--- src/rtl/uart_pkg.sv ---
// Shared UART types, default VIP configuration and helper functions.
// Defaults come from the SYS_FREQ, BAUD_RATE and DATA_SIZE macros, which fall back to the VIP configuration.
`ifndef SYS_FREQ
`define SYS_FREQ 1_600_000
`endif
`ifndef BAUD_RATE
`define BAUD_RATE 100_000
`endif
`ifndef DATA_SIZE
`define DATA_SIZE 8
`endif

package uart_pkg;

  localparam int unsigned DEF_SYS_FREQ  = `SYS_FREQ;
  localparam int unsigned DEF_BAUD_RATE = `BAUD_RATE;
  localparam int unsigned DEF_DATA_SIZE = `DATA_SIZE;

  typedef enum logic [2:0] {IDLE, START, DATA, PARITY, STOP} rx_state_t;

  function automatic int unsigned clks_per_bit(input int unsigned sys_freq,
                                               input int unsigned baud);
    return sys_freq / baud;
  endfunction

endpackage

--- src/rtl/uart_baud_cnt.sv ---
// Load/decrement bit-timing counter; sample is high while the count sits at zero.
// Shared between the UART receiver and transmitter.
module uart_baud_cnt #(
  parameter int unsigned WIDTH = 4
) (
  input  logic             clk,
  input  logic             reset_n,
  input  logic             load,
  input  logic [WIDTH-1:0] load_val,
  output logic             sample
);

  logic [WIDTH-1:0] cnt_q;
  logic [WIDTH-1:0] cnt_d;

  // Holds at zero once expired so an idle owner sees a steady strobe.
  always_comb begin
    cnt_d = cnt_q;
    if (load) begin
      cnt_d = load_val;
    end else if (cnt_q != '0) begin
      cnt_d = cnt_q - 1'b1;
    end
  end

  always_ff @(posedge clk) begin
    if (!reset_n) begin
      cnt_q <= '0;
    end else begin
      cnt_q <= cnt_d;
    end
  end

  assign sample = (cnt_q == '0);

endmodule

--- src/rtl/uart_rx.sv ---
// UART receiver: 2-flop synchroniser, frame deserialiser and req/ack word handshake.
// Define UART_RX_PARITY_EN to add an even-parity bit and the parity_err output.
module uart_rx
  import uart_pkg::*;
#(
  parameter int unsigned SYS_FREQ  = DEF_SYS_FREQ,
  parameter int unsigned BAUD_RATE = DEF_BAUD_RATE,
  parameter int unsigned DATA_SIZE = DEF_DATA_SIZE
) (
  input  logic                 clk,
  input  logic                 reset_n,
  input  logic                 rx,
  output logic [DATA_SIZE-1:0] dout,
  output logic                 recv_req,
  input  logic                 recv_ack,
  output logic                 frame_err,
`ifdef UART_RX_PARITY_EN
  output logic                 parity_err,
`endif
  output logic                 overrun
);

  localparam int unsigned CLKS_PER_BIT = clks_per_bit(SYS_FREQ, BAUD_RATE);
  localparam int unsigned HALF_BIT     = CLKS_PER_BIT / 2;
  localparam int unsigned CNT_W        = (CLKS_PER_BIT > 1) ? $clog2(CLKS_PER_BIT) : 1;
  localparam int unsigned IDX_W        = (DATA_SIZE > 1) ? $clog2(DATA_SIZE) : 1;
  localparam logic [CNT_W-1:0] HALF_LOAD = CNT_W'(HALF_BIT - 1);
  localparam logic [CNT_W-1:0] FULL_LOAD = CNT_W'(CLKS_PER_BIT - 1);
  localparam logic [IDX_W-1:0] LAST_IDX  = IDX_W'(DATA_SIZE - 1);

  rx_state_t            state_q, state_d;
  logic                 rx_meta_q, rx_s_q;
  logic                 armed_q, armed_d;
  logic [IDX_W-1:0]     bit_idx_q, bit_idx_d;
  logic [DATA_SIZE-1:0] shift_q, shift_d;
  logic [DATA_SIZE-1:0] dout_q, dout_d;
  logic                 recv_req_q, recv_req_d;
  logic                 frame_err_q, frame_err_d;
  logic                 overrun_q, overrun_d;
  logic                 cnt_load;
  logic [CNT_W-1:0]     cnt_val;
  logic                 sample;
`ifdef UART_RX_PARITY_EN
  logic                 par_bit_q, par_bit_d;
  logic                 parity_err_q, parity_err_d;
`endif

  uart_baud_cnt #(.WIDTH(CNT_W)) u_baud_cnt (
    .clk      (clk),
    .reset_n  (reset_n),
    .load     (cnt_load),
    .load_val (cnt_val),
    .sample   (sample)
  );

  always_comb begin
    state_d     = state_q;
    armed_d     = armed_q;
    bit_idx_d   = bit_idx_q;
    shift_d     = shift_q;
    dout_d      = dout_q;
    recv_req_d  = recv_req_q && !recv_ack;
    frame_err_d = 1'b0;
    overrun_d   = overrun_q;
    cnt_load    = 1'b0;
    cnt_val     = FULL_LOAD;
`ifdef UART_RX_PARITY_EN
    par_bit_d    = par_bit_q;
    parity_err_d = 1'b0;
`endif
    case (state_q)
      IDLE: begin
        if (rx_s_q) begin
          armed_d = 1'b1;
        end
        if (armed_q && !rx_s_q) begin
          state_d  = START;
          cnt_load = 1'b1;
          cnt_val  = HALF_LOAD;
        end
      end
      START: begin
        if (sample) begin
          if (rx_s_q) begin
            state_d = IDLE;
          end else begin
            state_d   = DATA;
            bit_idx_d = '0;
            cnt_load  = 1'b1;
          end
        end
      end
      DATA: begin
        if (sample) begin
          shift_d[bit_idx_q] = rx_s_q;
          cnt_load           = 1'b1;
          if (bit_idx_q == LAST_IDX) begin
`ifdef UART_RX_PARITY_EN
            state_d = PARITY;
`else
            state_d = STOP;
`endif
          end else begin
            bit_idx_d = bit_idx_q + 1'b1;
          end
        end
      end
`ifdef UART_RX_PARITY_EN
      PARITY: begin
        if (sample) begin
          par_bit_d = rx_s_q;
          cnt_load  = 1'b1;
          state_d   = STOP;
        end
      end
`endif
      STOP: begin
        if (sample) begin
          state_d = IDLE;
          // A low stop bit may be a break, so demand a high line before the next start.
          if (!rx_s_q) begin
            frame_err_d = 1'b1;
            armed_d     = 1'b0;
`ifdef UART_RX_PARITY_EN
          end else if ((^shift_q) ^ par_bit_q) begin
            parity_err_d = 1'b1;
`endif
          end else if (!recv_req_q || recv_ack) begin
            dout_d     = shift_q;
            recv_req_d = 1'b1;
          end else begin
            overrun_d = 1'b1;
          end
        end
      end
      default: state_d = IDLE;
    endcase
  end

  always_ff @(posedge clk) begin
    if (!reset_n) begin
      state_q     <= IDLE;
      rx_meta_q   <= 1'b1;
      rx_s_q      <= 1'b1;
      armed_q     <= 1'b0;
      bit_idx_q   <= '0;
      shift_q     <= '0;
      dout_q      <= '0;
      recv_req_q  <= 1'b0;
      frame_err_q <= 1'b0;
      overrun_q   <= 1'b0;
`ifdef UART_RX_PARITY_EN
      par_bit_q    <= 1'b0;
      parity_err_q <= 1'b0;
`endif
    end else begin
      state_q     <= state_d;
      rx_meta_q   <= rx;
      rx_s_q      <= rx_meta_q;
      armed_q     <= armed_d;
      bit_idx_q   <= bit_idx_d;
      shift_q     <= shift_d;
      dout_q      <= dout_d;
      recv_req_q  <= recv_req_d;
      frame_err_q <= frame_err_d;
      overrun_q   <= overrun_d;
`ifdef UART_RX_PARITY_EN
      par_bit_q    <= par_bit_d;
      parity_err_q <= parity_err_d;
`endif
    end
  end

  assign dout      = dout_q;
  assign recv_req  = recv_req_q;
  assign frame_err = frame_err_q;
  assign overrun   = overrun_q;
`ifdef UART_RX_PARITY_EN
  assign parity_err = parity_err_q;
`endif

endmodule

--- config.mk ---
export PLATFORM = sky130hd
export DESIGN_NAME = uart_rx
export DESIGN_NICKNAME = d
export VERILOG_FILES = /design/src/rtl/uart_pkg.sv /design/src/rtl/uart_baud_cnt.sv /design/src/rtl/uart_rx.sv
export SDC_FILE = /design/constraint.sdc
export NUM_CORES = 1
export LEC_CHECK = 0
export BUFFER_PORTS_ARGS = -buffer_cell sky130_fd_sc_hd__buf_2
export CORE_MARGIN = 2
export CORE_UTILIZATION = 65
export CTS_BUF_LIST = sky130_fd_sc_hd__clkbuf_4 sky130_fd_sc_hd__clkbuf_8
export CTS_CLUSTER_SIZE = 16
export DETAILED_ROUTE_END_ITERATION = 7
export PLACE_DENSITY_LB_ADDON = 0.2
export SLEW_MARGIN = 0
export SYNTH_ARGS = -nofsm -noshare
export SYNTH_HDL_FRONTEND = slang
export SYNTH_SLANG_ARGS = --single-unit
--- constraint.sdc ---
create_clock -name clk -period 4.3 [get_ports clk]
set_clock_uncertainty 0.1 [all_clocks]
set_input_delay 0.645 -clock clk [delete_from_list [all_inputs] [get_ports clk]]
set_output_delay 0.645 -clock clk [all_outputs]
set_load 0.1 [all_outputs]
==> metrics <==
status finished clean; LEAKAGE 0.000709 uW; worst hold path type reg2reg; syn_area_per_cell 9.77 um^2; Worst-Margin Slew 588 ps; H-tree depth 2; vias in the first global route 1,178; clk slew on worst S/H paths 90 ps; Clock Latency Late Sink 330 ps; max-cap violations 0; Port Buffers 14; synth unique cells 42; hold_buf cts 0; largest net degree at the start of global routing 28; Mapped Nets 172; Gate power share 28.2%; post-CTS resize count 0; worst r2r src u_baud_cnt.cnt_q[0]; Post-Place Cell Area 1630 um^2; post-route cell area 1700 um^2; post-synthesis register bit count 32; Final min period 1970 ps; final wirelength 3120 um; dominant cell type by area after synthesis dfxtp_1; clock network power share 25.0%; slew margin rel. 60.7%; post-synth top area share 40.0%; global-route wire length before repair 5380 um; NetSw 248 uW; crit path from u_baud_cnt.cnt_q[0]; reg2reg path depth 5; CTS tree yes; Flop pwr share 46.9%; Worst Setup End Kind flop; dpl hpwl 2270 um; starting density of the core 70.4%; Clock Sinks 32; RSZ-0062 raised after global routing false; DR vias 1,253; CP Class reg2reg; gr ovfl total 0; # Post-CTS Setup Buffers 0; row cnt 17; Die Height 53.6 um; Main synth FF type dfxtp_1; Area Growth Syn to Fin 5.94%; setup_tns 0 ps; Final Max Slew Viols 0; commonest non-fill, non-tap cell in the layout dfxtp_1; Root Driver clkbuf_4; DR DRC count 0; Post-synth EDFFs 0; wire per inst 15.3 um; initial antenna violation count 0; HP Start rx_meta_q; register area share after synthesis 40.0%; synth top area cells dfxtp_1 (40%), mux2i_1 (13%), nand2_1 (5.9%), ha_1 (3.1%), buf_6 (2.8%); Fin Hold WS 316 ps; layout cells sized above 1 19.3%; hold path cells 1; switching portion of total power 32.8%; drt pass-1 iters 4; Net count, final 183; Die Footprint 2880 um^2; GR Util All Layers 26.3%; number of buffers created by CTS 5; worst path arrival time 2110 ps; core area 2280 um^2; CP startpoint kind flop; Peak supply drop 0.340 mV; Final setup viols 0; I/O pin cnt 15; # diodes 0; Pwr Density 445 nW/um^2; clock buffer depth 2; Fmax achieved 0.508 GHz; Fin. Hold Viols 0; Via density 6.14; asr flop ratio synth 0%; critical-path maximum fanout 7; Antenna Nets Post-Route 0; Pint 507 uW; Mapped Cells 164; commonest cells after routing, fill and taps aside dfxtp_1 (32), nand2_1 (25), mux2i_1 (20); routability-driven placement congestion ratio 0.876; Synth Warn # 0; Die X 53.6 um; DRT iter0 DRCs 36; worst endpoint required time 4440 ps; period utilization 45.8%; Cell Area, Synth 1600 um^2
flip-flops by register name (all words and copies together) (netlist names):
signal / cells
armed_q: 1
bit_idx_q: 3
dout: 8
frame_err: 1
overrun: 1
recv_req: 1
rx_meta_q: 1
rx_s_q: 1
shift_q: 8
state_q: 3
u_baud_cnt.cnt_q: 4
layout make-up:
| type | instances | area (um^2) |
|---|---|---|
| Timing Repair Buffer | 14 | 70.1 |
| Multi-Input combinational cell | 117 | 866 |
| Tap cell | 28 | 35.0 |
| Sequential cell | 32 | 641 |
| Inverter | 5 | 18.8 |
| Fill cell | 173 | 579 |
| Clock buffer | 8 | 66.3 |
stage by stage:
stage	cells	utilization, %	setup slack, ps	total power (uW)
finish	204	74.5	2330	755
global route	204	74.5	2190	797
CTS	204	74.5	2350	754
detailed placement	196	71.6	2320	569
global placement	196	71.6	2440	554
floorplan	164	-	2550	543
synthesized netlist by cell type, types with 3 or more instances:
cell type,n
nand2_1,25
a211oi_1,3
a21oi_1,6
ha_1,4
nor3b_1,3
inv_1,5
nor4_2,3
nand3_1,4
dfxtp_1,32
mux2i_1,20
buf_6,4
nor3_1,5
nand2b_1,5
buf_2,4
nor2_1,6
final timing paths:
path                 to  slack [ps]
min reg2reg      rx_s_q         320
min              rx_s_q         320
max reg2reg  shift_q[1]        2330
max          shift_q[1]        2330
power groups by stage:
stage | logic [uW] | clock network [uW] | registers, uW
2_1_floorplan | 211 | 0 | 332
3_3_place_gp | 199 | 0 | 355
3_5_place_dp | 209 | 0 | 359
4_1_cts | 210 | 191 | 353
5_1_grt | 239 | 202 | 357
6_report | 213 | 189 | 354
routing by layer:
metal / vias to the layer above / track usage [%] / share of wire (%)
met5: - / 0 / 0
met4: 0 / 12.8 / 2.2
met3: 9 / 5.83 / 5.8
met2: 50 / 42.8 / 48
met1: 585 / 32.9 / 44
li1: 609 / - / -
critical path, cell delays in order, from the launching register on:
cell,delay (ps)
dfxtp_1,340
inv_1,110
ha_1,290
or3b_1,500
nor3_1,300
mux2i_1,250
cells by family after synthesis:
family,after synthesis,share of synthesized area [%]
flops,32,40.0
mux,20,12.5
simple gates,72,28.4
compound gates,21,10.1
buf+inv,15,5.94
fa+ha+maj,4,3.13
Note: power is estimated with default switching activity, not from simulation.
